`src/rtl/bus_load_regs_pkg.sv`:
```
// Shared definitions for the register-load datapath and the bus source mux.
//   - 3-bit source/destination selector codes (same encoding on both sides)
//   - bit positions inside the 4-bit inr/clr strobe vectors
//   - write FSM state encoding
package bus_load_regs_pkg;

    typedef logic [2:0] sel_t;

    localparam sel_t SEL_NONE = 3'd0;
    localparam sel_t SEL_AR   = 3'd1;
    localparam sel_t SEL_PC   = 3'd2;
    localparam sel_t SEL_DR   = 3'd3;
    localparam sel_t SEL_AC   = 3'd4;
    localparam sel_t SEL_IR   = 3'd5;
    localparam sel_t SEL_TR   = 3'd6;
    localparam sel_t SEL_MEM  = 3'd7;

    localparam int STB_AR = 0;
    localparam int STB_PC = 1;
    localparam int STB_DR = 2;
    localparam int STB_AC = 3;

    localparam logic [1:0] WR_IDLE = 2'd0;
    localparam logic [1:0] WR_REQ  = 2'd1;
    localparam logic [1:0] WR_DONE = 2'd2;

endpackage

```
`src/rtl/bus_load_regs_cpu_reg.sv`:
```
// cpu_reg: one architectural register with clear, load and increment.
// Priority: clr_i > ld_i > inr_i > hold. Increment wraps modulo 2**W.
// Ports:
//   clk, rst_n  clock / async active-low reset (clears to 0)
//   ld_i        load d_i
//   inr_i       increment
//   clr_i       clear
//   d_i [W]     load value
//   q_o [W]     register contents
module cpu_reg #(
    parameter int W = 16
) (
    input  logic         clk,
    input  logic         rst_n,
    input  logic         ld_i,
    input  logic         inr_i,
    input  logic         clr_i,
    input  logic [W-1:0] d_i,
    output logic [W-1:0] q_o
);

    logic [W-1:0] q_q;
    logic [W-1:0] q_d;

    always_comb begin
        q_d = q_q;
        if (clr_i) begin
            q_d = '0;
        end else if (ld_i) begin
            q_d = d_i;
        end else if (inr_i) begin
            q_d = q_q + W'(1);
        end
    end

    always_ff @(posedge clk or negedge rst_n) begin
        if (!rst_n) begin
            q_q <= '0;
        end else begin
            q_q <= q_d;
        end
    end

    assign q_o = q_q;

endmodule

```
`src/rtl/bus_load_regs.sv`:
```
// bus_load_regs: the register file side of the common bus plus a
// request/acknowledge memory write port.
// Ports:
//   clk, rst_n          clock / async active-low reset
//   bus [DATA_W]        common bus value
//   ld_sel [3]          load destination (shares codes with bus source mux)
//   inr, clr [4]        increment / clear strobes {AC,DR,PC,AR}
//   ar, pc [ADDR_W]     address registers
//   dr, ac, ir, tr      data registers
//   mem_wr_req/ack      write handshake
//   mem_addr, mem_wdata latched write address/data
//   wr_busy, wr_done    FSM not idle / write accepted pulse
//   wr_drop             pulse: write request arrived while busy
//
// Write FSM
//   state   | meaning
//   IDLE    | no write pending; ld_sel==MEM latches addr/data
//   REQ     | mem_wr_req high, waiting for mem_wr_ack
//   DONE    | write accepted, wr_done high for this cycle only
module bus_load_regs
    import bus_load_regs_pkg::*;
#(
    parameter int DATA_W = 16,
    parameter int ADDR_W = 12
) (
    input  logic              clk,
    input  logic              rst_n,
    input  logic [DATA_W-1:0] bus,
    input  logic [2:0]        ld_sel,
    input  logic [3:0]        inr,
    input  logic [3:0]        clr,
    output logic [ADDR_W-1:0] ar,
    output logic [ADDR_W-1:0] pc,
    output logic [DATA_W-1:0] dr,
    output logic [DATA_W-1:0] ac,
    output logic [DATA_W-1:0] ir,
    output logic [DATA_W-1:0] tr,
    output logic              mem_wr_req,
    output logic [ADDR_W-1:0] mem_addr,
    output logic [DATA_W-1:0] mem_wdata,
    input  logic              mem_wr_ack,
    output logic              wr_busy,
    output logic              wr_done,
    output logic              wr_drop
);

    cpu_reg #(.W(ADDR_W)) u_ar (
        .clk(clk), .rst_n(rst_n),
        .ld_i(ld_sel == SEL_AR), .inr_i(inr[STB_AR]), .clr_i(clr[STB_AR]),
        .d_i(bus[ADDR_W-1:0]), .q_o(ar)
    );

    cpu_reg #(.W(ADDR_W)) u_pc (
        .clk(clk), .rst_n(rst_n),
        .ld_i(ld_sel == SEL_PC), .inr_i(inr[STB_PC]), .clr_i(clr[STB_PC]),
        .d_i(bus[ADDR_W-1:0]), .q_o(pc)
    );

    cpu_reg #(.W(DATA_W)) u_dr (
        .clk(clk), .rst_n(rst_n),
        .ld_i(ld_sel == SEL_DR), .inr_i(inr[STB_DR]), .clr_i(clr[STB_DR]),
        .d_i(bus), .q_o(dr)
    );

    cpu_reg #(.W(DATA_W)) u_ac (
        .clk(clk), .rst_n(rst_n),
        .ld_i(ld_sel == SEL_AC), .inr_i(inr[STB_AC]), .clr_i(clr[STB_AC]),
        .d_i(bus), .q_o(ac)
    );

    // IR and TR are load-only.
    cpu_reg #(.W(DATA_W)) u_ir (
        .clk(clk), .rst_n(rst_n),
        .ld_i(ld_sel == SEL_IR), .inr_i(1'b0), .clr_i(1'b0),
        .d_i(bus), .q_o(ir)
    );

    cpu_reg #(.W(DATA_W)) u_tr (
        .clk(clk), .rst_n(rst_n),
        .ld_i(ld_sel == SEL_TR), .inr_i(1'b0), .clr_i(1'b0),
        .d_i(bus), .q_o(tr)
    );

    logic [1:0]        state_q, state_d;
    logic [ADDR_W-1:0] addr_q, addr_d;
    logic [DATA_W-1:0] wdata_q, wdata_d;
    logic              drop_q, drop_d;
    logic              wr_sel;

    assign wr_sel = (ld_sel == SEL_MEM);

    always_comb begin
        state_d = state_q;
        addr_d  = addr_q;
        wdata_d = wdata_q;
        case (state_q)
            WR_IDLE: begin
                if (wr_sel) begin
                    // ar is the registered value, so a same-cycle AR
                    // update does not leak into the write address.
                    addr_d  = ar;
                    wdata_d = bus;
                    state_d = WR_REQ;
                end
            end
            WR_REQ: begin
                if (mem_wr_ack) begin
                    state_d = WR_DONE;
                end
            end
            WR_DONE: begin
                state_d = WR_IDLE;
            end
            default: begin
                state_d = WR_IDLE;
            end
        endcase
        drop_d = wr_sel && (state_q != WR_IDLE);
    end

    always_ff @(posedge clk or negedge rst_n) begin
        if (!rst_n) begin
            state_q <= WR_IDLE;
            addr_q  <= '0;
            wdata_q <= '0;
            drop_q  <= 1'b0;
        end else begin
            state_q <= state_d;
            addr_q  <= addr_d;
            wdata_q <= wdata_d;
            drop_q  <= drop_d;
        end
    end

    assign mem_wr_req = (state_q == WR_REQ);
    assign wr_done    = (state_q == WR_DONE);
    assign wr_busy    = (state_q != WR_IDLE);
    assign wr_drop    = drop_q;
    assign mem_addr   = addr_q;
    assign mem_wdata  = wdata_q;

endmodule

```
`config.mk`:
```
export PLATFORM = sky130hd
export DESIGN_NAME = bus_load_regs
export DESIGN_NICKNAME = d
export VERILOG_FILES = /design/src/rtl/bus_load_regs_pkg.sv /design/src/rtl/bus_load_regs_cpu_reg.sv /design/src/rtl/bus_load_regs.sv
export SDC_FILE = /design/constraint.sdc
export NUM_CORES = 1
export LEC_CHECK = 0
export BUFFER_PORTS_ARGS = -buffer_cell sky130_fd_sc_hd__buf_2
export CAP_MARGIN = 20
export CORE_AREA = 5 5 118 120
export CTS_CLUSTER_DIAMETER = 50
export DETAILED_ROUTE_END_ITERATION = 6
export DIE_AREA = 0 0 123 125
export PLACE_DENSITY = 0.79
export SETUP_SLACK_MARGIN = 0.3
export SYNTH_ARGS = -nofsm -noshare
export SYNTH_HDL_FRONTEND = slang
export SYNTH_SLANG_ARGS = --single-unit
export TNS_END_PERCENT = 20
```
`constraint.sdc`:
```
create_clock -name clk -period 3.9 [get_ports clk]
set_input_delay 0 -clock clk [delete_from_list [all_inputs] [get_ports clk]]
set_output_delay 0 -clock clk [all_outputs]
set_load 0.02 [all_outputs]
```
Word-level counts from Yosys, hierarchy flattened
Index checks and enable logic that the tools add are counted.
Widths: inputs -> output; s select.
- $add $sub $neg: 4
- multiply operators: 0
- div/mod/pow operators: 0
- $lt $le $gt $ge: 0
- eq/ne operators: 11
- shift operators: 0
- multiplexer cells: 15
- bitwise operators: 0
- reductions and logical operators: 9
- operators with widths (kind ; number):
    $mux 16 ; 6
    $mux 12 ; 6
    $add 16x1->16 const B ; 2
    $add 12x1->12 const B ; 2
    $eq 3x3->1 const B ; 4
    $reduce_bool 3->1 ; 4
    $eq 3x2->1 const B ; 2
    $mux 2 ; 2
    $pmux 2 s2 ; 1
    $reduce_and 2->1 ; 2
    $eq 3x1->1 const B ; 1
    $eq 2x1->1 const B ; 1
    $eq 2x2->1 const B ; 1
    $logic_not 2->1 ; 1
    $ne 2x1->1 const B ; 1
    $ne 2x2->1 const B ; 1
    $reduce_bool 2->1 ; 1
    $logic_and 1x1->1 ; 1
- register bits after elaboration: 119
- bits in latches: 0
- RAM bits: 0
- ROM bits: 0
- input bits: 30
- output and inout bits: 120
- logic and storage cells: 49
- memories kept: 0

Logic depth before layout (Yosys ltp)
Gate-level depths: netlist (run 1).
- depth in word-level cells: 4
- depth in mapped cells: 6
- mapped depth without buffers: 5

By module
Synthesis (run 1) repeated with hierarchy kept, for this count alone.
- cell total of the unflattened synthesis: 664
- area total of the unflattened synthesis: 6621.4 sq um
- modules (own cells, without submodules) (module ; instances ; cells an instance ; area each (sq um) ; sequential area each (sq um)):
    cpu_reg at u_ac ... ; 4 ; 106 ; 964.7 ; 400.4
    cpu_reg at u_ar ... ; 2 ; 80 ; 754.5 ; 300.3
    bus_load_regs ; 1 ; 80 ; 1253.7 ; 775.7

Worst setup path after synthesis (run 1)
OpenSTA, ideal clock, no wires.
- path type: flip-flop to flip-flop
- start: register u_dr.q_q[5] (netlist: u_dr.q_o[5])
- end: register u_dr.q_q[13] (netlist: u_dr.q_o[13])
- setup time: 99 ps
- arrival time: 1797 ps
- required time: 3801 ps
- setup slack: 2003 ps
- stages on the path, launching flop included: 5
- buffers on the path: 0
- period minus slack after synthesis: 1897 ps
- cells stage by stage: dfrtp_1 nand4_4 or3_1 or4_1 a311oi_1
- longest elaborated chain between the ends: 4
- RTL lines (what ; line ; source):
    from (decl) ; bus_load_regs_cpu_reg.sv:22 ; logic [W-1:0] q_q;
    from (signal assigned) ; bus_load_regs_cpu_reg.sv:40 ; q_q <= q_d;
    $add 16x1->16 ; bus_load_regs_cpu_reg.sv:32 ; q_d = q_q + W'(1);
    $mux 16 ; bus_load_regs_cpu_reg.sv:31 ; end else if (inr_i) begin
    $mux 16 ; bus_load_regs_cpu_reg.sv:29 ; end else if (ld_i) begin
    $mux 16 ; bus_load_regs_cpu_reg.sv:27 ; if (clr_i) begin
Every way passes these cells. The select of a mux whose other input is x is not followed.
A chain may end at the register's enable or synchronous reset.

Worst setup path after layout (run 1)
- start: register u_dr.q_q[5] (netlist: u_dr.q_o[5])
- end: register u_dr.q_q[15] (netlist: u_dr.q_o[15])
The elaborated chain is that of the path after synthesis.

==> Implementation_results.wiki, run 1 <==
{| class="wikitable"
! Metric !! Value
|-
| Outcome || completed
|-
| Max-Slew Margin vs Limit || 0.370
|-
| Crit path largest cell delay || 0.58 ns
|-
| Core Rows || 42
|-
| Clk_skew || 0.0144 ns
|-
| Number of hold violations in the final report || 0
|-
| Mapped Nets || 537
|-
| Sum of net half-perimeters after detailed placement || 10900 µm
|-
| Initial core utilization || 0.434
|-
| Die X || 123 µm
|-
| Post-layout min period || 2.11 ns
|-
| Vias post-DR || 4724
|-
| Yosys reg bits || 119
|-
| Clock power share || 0.399
|-
| Via count of the first global-routing pass || 4635
|-
| Logic pwr share || 0.198
|-
| Count of pins over their slew limit || 0
|-
| Number of antenna violations at the first check in global routing || 0
|-
| Routed wire length || 16300 µm
|-
| Avg Cell Area, Syn || 11.1 µm²
|-
| Commonest non-fill, non-tap cells in the layout || sky130_fd_sc_hd__buf_2 (148), sky130_fd_sc_hd__dfrtp_1 (119), sky130_fd_sc_hd__nor2_1 (61)
|-
| Number of synthesized flops with an enable pin || 0
|-
| Fillers || 1069
|-
| TritonCTS Buffers || 17
|-
| Count of synthesis-stage warnings from yosys || 0
|-
| Cell depth of the worst min-delay path || 3
|-
| CP Class || reg2reg
|-
| Worst-path cell with the longest stage delay || sky130_fd_sc_hd__dlygate4sd3_1
|-
| DP Cell Count || 800
|-
| Switching pwr || 1.12 mW
|-
| Worst setup SP type || flop
|-
| Crit path depth || 5
|-
| Count of maximum capacitance violations || 0
|-
| Ys async rst share || 1.00
|-
| Clock-pin slew on the worst setup and hold paths || 0.05 ns
|-
| Total iterations of the first detailed-routing run || 6
|-
| Maximum number of pins on one net before global-route repair || 88
|-
| Path class of the lowest-slack min-delay path || in2reg
|-
| Max H-tree Level || 4
|-
| Count of port buffers added during placement || 149
|-
| Setup repair bufs after CTS || 0
|-
| CTS root buf || sky130_fd_sc_hd__clkbuf_16
|-
| Area share of the largest cell type after synthesis || 0.532
|-
| Switching share of power || 0.300
|-
| Fraction of met1 tracks used by global routing || 0.280
|-
| Finished Layout Cells || 867
|-
| Wire length of the first global-routing pass || 25500 µm
|-
| Full die area || 0.0154 mm²
|-
| Power density over the cells || 505 mW/mm²
|-
| Per-cell via count in the routed design || 5.45
|-
| Max clock buf depth || 2
|-
| Number of buffer and inverter instances along the worst setup path || 1
|-
| Internal power || 2.62 mW
|-
| Total number of nets in the final design || 712
|-
| Crit path capture type || flop
|-
| CTS sink cnt || 119
|-
| RSZ-0062 raised after global routing || no
|-
| Post-synthesis cell area || 0.00559 mm²
|-
| Iteration-0 DRC count of the detailed router || 357
|-
| Remaining design rule violation count || 0
|-
| Largest driver fanout on the critical path || 9
|-
| Area leader, netlist || sky130_fd_sc_hd__dfrtp_1
|-
| PnR Total Power || 3.74 mW
|-
| Fraction of layout cells with a size suffix above 1 || 0.357
|-
| Die Y-Extent || 125 µm
|-
| Most area-consuming cells after synthesis || sky130_fd_sc_hd__dfrtp_1 (53%), sky130_fd_sc_hd__mux2_2 (11%), sky130_fd_sc_hd__a211oi_1 (6.0%)
|-
| Sequential cell area || 0.00298 mm²
|-
| Remaining antenna violation count after routing || 0
|-
| Worst slew pin tran || 0.942 ns
|-
| Crit path DAT || 2.46 ns
|-
| Distinct cell type count of the synthesized netlist || 35
|-
| Clock latency of the later-clocked register in the worst-skew pair || 0.42 ns
|-
| Average detailed-routed wire length per instance || 18.8 µm
|-
| Worst-case setup slack after placement || 1.97 ns
|-
| Cells on worst reg2reg path || 5
|-
| P&R area growth vs syn || 32.3%
|-
| Cells along the critical path || nand4_4 > nor4_1 > nor2_1 > nor4_1 > dlygate4sd3_1
|-
| Req. time, crit path || 4.25 ns
|-
| Final count of negative-setup-slack endpoints || 0
|-
| Area of the multi-input gates || 0.00245 mm²
|-
| Sequential share of power || 0.404
|-
| Antenna cells || 0
|-
| TNS Setup || 0 ns
|-
| Top FF cell, synth || sky130_fd_sc_hd__dfrtp_1
|-
| Global route hottest layer || met2
|-
| Leakage power summed over all cells || 3.38 nW
|-
| Final cycle utilization of the critical path || 0.541
|-
| Gate count of the mapped netlist || 503
|-
| Global placer's final weighted congestion || 0.865
|-
| FMAX || 0.474 GHz
|-
| Core Area || 0.0129 mm²
|-
| Met2 track utilization from global routing || 0.343
|-
| Global-route track usage on met3 || 0.0650
|-
| Cell seen most often among critical-path stages || sky130_fd_sc_hd__nor4_1
|-
| TritonCTS clock tree || built
|-
| Ports placed on the boundary || 150
|-
| Overflow left after global routing || 0
|-
| Largest voltage drop on the vdd net || 0.000365 V
|-
| Most frequent standard cell in the layout excluding fill and tap cells || sky130_fd_sc_hd__buf_2
|-
| Sequential element share of the synthesized area || 0.532
|-
| Worst-case hold slack || 0.0560 ns
|-
| Worst-case setup margin in the final layout || 1.79 ns
|-
| Top cell family by delay on the critical path || simple AND/OR/NAND/NOR gates
|-
| Global routing usage summed across all routing layers || 0.216
|}
## power groups by stage
stage | combinational, mW | sequential [mW] | clock [mW]
2_1_floorplan | 0.222 | 1.71 | 0
3_3_place_gp | 0.695 | 1.51 | 0
3_5_place_dp | 0.710 | 1.53 | 0
4_1_cts | 0.741 | 1.51 | 1.51
5_1_grt | 0.792 | 1.53 | 1.57
6_report | 0.739 | 1.51 | 1.49
## flip-flops by register name (all words and copies together) (netlist names)
| name | flops |
|---|---|
| wr_drop | 1 |
| u_tr.q_o | 16 |
| u_ac.q_o | 16 |
| u_dr.q_o | 16 |
| state_q | 2 |
| mem_addr | 12 |
| u_pc.q_o | 12 |
| u_ar.q_o | 12 |
| mem_wdata | 16 |
| u_ir.q_o | 16 |
## worst register-to-register path, cell delays in order (launching register included)
cell and delay, ns:
sky130_fd_sc_hd__dfrtp_1 0.47, sky130_fd_sc_hd__nand4_4 0.19, sky130_fd_sc_hd__nor4_1 0.45, sky130_fd_sc_hd__nor2_1 0.10, sky130_fd_sc_hd__nor4_1 0.26, sky130_fd_sc_hd__dlygate4sd3_1 0.58
## path summary, 6_finish.rpt
| check | endpoint | slack [ns] | from |
|---|---|---|---|
| setup / recovery | u_dr.q_o[15]$_DFFE_PN0P_ | 1.79 | u_dr.q_o[5]$_DFFE_PN0P_ |
| hold / removal | u_dr.q_o[0]$_DFFE_PN0P_ | 0.06 | inr[2] |
| setup reg to reg | u_dr.q_o[15]$_DFFE_PN0P_ | 1.79 | u_dr.q_o[5]$_DFFE_PN0P_ |
| hold reg to reg | mem_addr[4]$_DFFE_PN0P_ | 0.48 | mem_addr[4]$_DFFE_PN0P_ |
| max in group asynchronous | u_ar.q_o[2]$_DFFE_PN0P_ | 2.63 | rst_n |
| min in group asynchronous | u_ar.q_o[5]$_DFFE_PN0P_ | 0.13 | rst_n |
## Yosys cell counts (5+ instances only)
cell type,instances
sky130_fd_sc_hd__nor2_1,61
sky130_fd_sc_hd__nand2_1,23
sky130_fd_sc_hd__nor4_1,14
sky130_fd_sc_hd__nand3_1,15
sky130_fd_sc_hd__inv_1,10
sky130_fd_sc_hd__clkbuf_1,21
sky130_fd_sc_hd__mux2i_1,5
sky130_fd_sc_hd__a211oi_1,45
sky130_fd_sc_hd__or3_1,9
sky130_fd_sc_hd__xor2_1,15
sky130_fd_sc_hd__dfrtp_1,119
sky130_fd_sc_hd__nor3_1,11
sky130_fd_sc_hd__o21ai_0,11
sky130_fd_sc_hd__a311oi_1,9
sky130_fd_sc_hd__nand4_1,19
sky130_fd_sc_hd__xnor2_1,26
sky130_fd_sc_hd__mux2_2,57
## through the flow
stage | area, µm² | utilization
global route | 7400 | 0.575
global placement | 6440 | 0.500
finish | 7400 | 0.575
CTS | 7320 | 0.569
floorplan | 5590 | -
detailed placement | 6440 | 0.500
## kinds of logic (layout without fill, tap and decap cells)
group,Yosys count,after routing,synth area share
buffers and inverters,39,227,0.0300
DFF,119,119,0.532
adders and majority gates,4,4,0.00895
AOI/OAI and AO/OA,67,67,0.0872
and+or+nand+nor,171,171,0.153
xor gates and xnor gates,41,41,0.0642
muxes,62,62,0.124
## routing by layer
metal	vias up	routed length, µm
li1	2184	-
met1	2312	6860
met2	199	7850
met3	29	1330
met4	0	310
met5	-	0
## cell type report
class	instances	share of cell area
Clock inverter	13	0.0179
Inverter	10	0.00507
Sequential cell	119	0.402
Clock buffer	19	0.0585
Timing Repair Buffer	185	0.156
Multi-Input combinational cell	345	0.331
Tap cell	176	0.0298
## what timing repair did
item                      in CTS  in global routing
hold buffers                  32                  0
hold endpoints to repair     157                  0
resized for setup              0                  0
Power figures use the tool's default switching activity.
==> run 2, diff against run 1 <==
- PLACE_DENSITY: 0.79 -> 0.82
- clock period: 3.9 -> 1.9 ns (I/O delays scaled with it)
==> Implementation_results.wiki, run 2 (synthesized netlist as in run 1, its figures left out) <==
{| class="wikitable"
! Metric !! Value
|-
| Number of hold violations in the final report || 0 (unchanged)
|-
| Initial core utilization || 0.434 (unchanged)
|-
| Final cycle utilization of the critical path || 0.877 (+0.336)
|-
| Ports placed on the boundary || 150 (unchanged)
|-
| CTS sink cnt || 119 (unchanged)
|-
| PnR Total Power || 7.85 mW (+110%)
|-
| TritonCTS Buffers || 17 (unchanged)
|-
| Leakage power summed over all cells || 3.49 nW (+3.2%)
|-
| Max H-tree Level || 4 (unchanged)
|-
| Finished Layout Cells || 891 (+2.8%)
|-
| Outcome || completed
|-
| Die X || 123 µm (unchanged)
|-
| Worst-case setup slack after placement || 0.0836 ns (-1.88 ns)
|-
| Final count of negative-setup-slack endpoints || 0 (unchanged)
|-
| Max clock buf depth || 2 (unchanged)
|-
| Core Area || 0.0129 mm² (unchanged)
|-
| Overflow left after global routing || 0 (unchanged)
|-
| TNS Setup || 0 ns (unchanged)
|-
| Maximum number of pins on one net before global-route repair || 62 (-30%)
|-
| Largest driver fanout on the critical path || 4 (-5)
|-
| Number of antenna violations at the first check in global routing || 0 (unchanged)
|-
| Post-layout min period || 1.67 ns (-0.444 ns)
|-
| Fraction of layout cells with a size suffix above 1 || 0.443 (+0.0859)
|-
| Per-cell via count in the routed design || 5.43 (-0.41%)
|-
| Global routing usage summed across all routing layers || 0.221 (+0.00438)
|-
| CTS root buf || sky130_fd_sc_hd__clkbuf_16
|-
| Crit path DAT || 1.97 ns (-0.49 ns)
|-
| Worst-case hold slack || 0.00666 ns (-0.0493 ns)
|-
| Clock-pin slew on the worst setup and hold paths || 0.05 ns (about the same)
|-
| CP Class || reg2reg
|-
| Wire length of the first global-routing pass || 25900 µm (+1.8%)
|-
| Antenna cells || 0 (unchanged)
|-
| Via count of the first global-routing pass || 4787 (+3.3%)
|-
| Sum of net half-perimeters after detailed placement || 11300 µm (+3.6%)
|-
| RSZ-0062 raised after global routing || yes
|-
| TritonCTS clock tree || built
|-
| Full die area || 0.0154 mm² (unchanged)
|-
| Iteration-0 DRC count of the detailed router || 340 (-4.8%)
|-
| Fillers || 1024 (-4.2%)
|-
| Req. time, crit path || 2.20 ns (-2.05 ns)
|-
| Global placer's final weighted congestion || 0.842 (-2.7%)
|-
| P&R area growth vs syn || 38.3%
|-
| Clk_skew || 0.00788 ns (-0.00655 ns)
|-
| Worst setup SP type || flop
|-
| Most frequent standard cell in the layout excluding fill and tap cells || sky130_fd_sc_hd__buf_2
|-
| Core Rows || 42 (unchanged)
|-
| Remaining antenna violation count after routing || 0 (unchanged)
|-
| Remaining design rule violation count || 0 (unchanged)
|-
| Largest voltage drop on the vdd net || 0.000652 V (+79%)
|-
| Commonest non-fill, non-tap cells in the layout || sky130_fd_sc_hd__buf_2 (148), sky130_fd_sc_hd__dfrtp_1 (98), sky130_fd_sc_hd__nor2_1 (61)
|-
| Count of maximum capacitance violations || 0 (unchanged)
|-
| Count of port buffers added during placement || 149 (unchanged)
|-
| Crit path capture type || flop
|-
| Routed wire length || 17000 µm (+3.8%)
|-
| Path class of the lowest-slack min-delay path || in2reg
|-
| Worst slew pin tran || 0.651 ns (-0.290 ns)
|-
| DP Cell Count || 807 (+0.88%)
|-
| Max-Slew Margin vs Limit || 0.566 (+0.195)
|-
| Average detailed-routed wire length per instance || 19.0 µm (+1.0%)
|-
| Launch instance of the worst register-to-register path || u_dr.q_o[1]$_DFFE_PN0P_
|-
| Clock latency of the later-clocked register in the worst-skew pair || 0.41 ns (about the same)
|-
| FMAX || 0.600 GHz (+27%)
|-
| Total iterations of the first detailed-routing run || 5 (-1)
|-
| Power density over the cells || 1020 mW/mm² (+100%)
|-
| Total number of nets in the final design || 736 (+3.4%)
|-
| Die Y-Extent || 125 µm (unchanged)
|-
| Hold Crit Start || bus[7]
|-
| Worst-case setup margin in the final layout || 0.234 ns (-1.56 ns)
|-
| Launch point of the worst path || u_dr.q_o[1]$_DFFE_PN0P_
|-
| Count of pins over their slew limit || 0 (unchanged)
|-
| Vias post-DR || 4835 (+2.3%)
|}
## run 2: through the flow
stage	utilization	area [µm²]
floorplan	-	5640
global placement	0.510	6560
CTS	0.584	7510
global route	0.601	7740
finish	0.601	7740
detailed placement	0.510	6560
## run 2: worst paths after layout
check	endpoint	slack, ns	cells past startpoint
min in group asynchronous	u_ir.q_o[12]$_DFFE_PN0N_	0.11	2
worst max-delay path	u_dr.q_o[12]$_DFFE_PN0P_	0.23	5
worst min-delay path	u_pc.q_o[7]$_DFFE_PN0P_	0.007	3
worst min register to register	mem_addr[9]$_DFFE_PN0P_	0.48	2
max in group asynchronous	u_ar.q_o[1]$_DFFE_PN0P_	1.10	3
worst max register to register	u_dr.q_o[12]$_DFFE_PN0P_	0.23	5
## run 2: report_power, final
group | total [mW] | internal, mW | switching, mW
logic | 1.58 | 0.626 | 0.953
clock network | 3.17 | 2.08 | 1.09
registers | 3.10 | 2.87 | 0.233
total | 7.85 | 5.58 | 2.28
## run 2: timing repair
item,CTS,global route
gates cloned,0,0
hold endpoints to repair,134,0
pin swaps,5,11
gates resized for setup,8,20
buffers inserted,11,16
hold buffers,25,0
setup endpoints to repair,32,39
## run 2: cell type report
class / count / area [µm²] / area share
Clock inverter: 10 / 128 / 0.0165
Clock buffer: 22 / 454 / 0.0587
Tap cell: 176 / 220 / 0.0285
Multi-Input combinational cell: 345 / 2610 / 0.337
Sequential cell: 119 / 3000 / 0.388
Timing Repair Buffer: 209 / 1290 / 0.166
Inverter: 10 / 37.5 / 0.00485
## run 2: worst max-delay path: stages (launching register included)
cell	delay, ns
sky130_fd_sc_hd__dfrtp_2	0.38
sky130_fd_sc_hd__ha_4	0.15
sky130_fd_sc_hd__nand4_1	0.20
sky130_fd_sc_hd__nor4_1	0.41
sky130_fd_sc_hd__xnor2_1	0.13
sky130_fd_sc_hd__a211oi_1	0.29
## run 2: routing by layer
metal  vias to the layer above  wire [µm]  track usage
met1                      2389       6680        0.279
met5                         -          0            0
met2                       190       8610        0.363
met4                         0        396       0.0762
li1                       2226          -            -
met3                        30       1280       0.0614
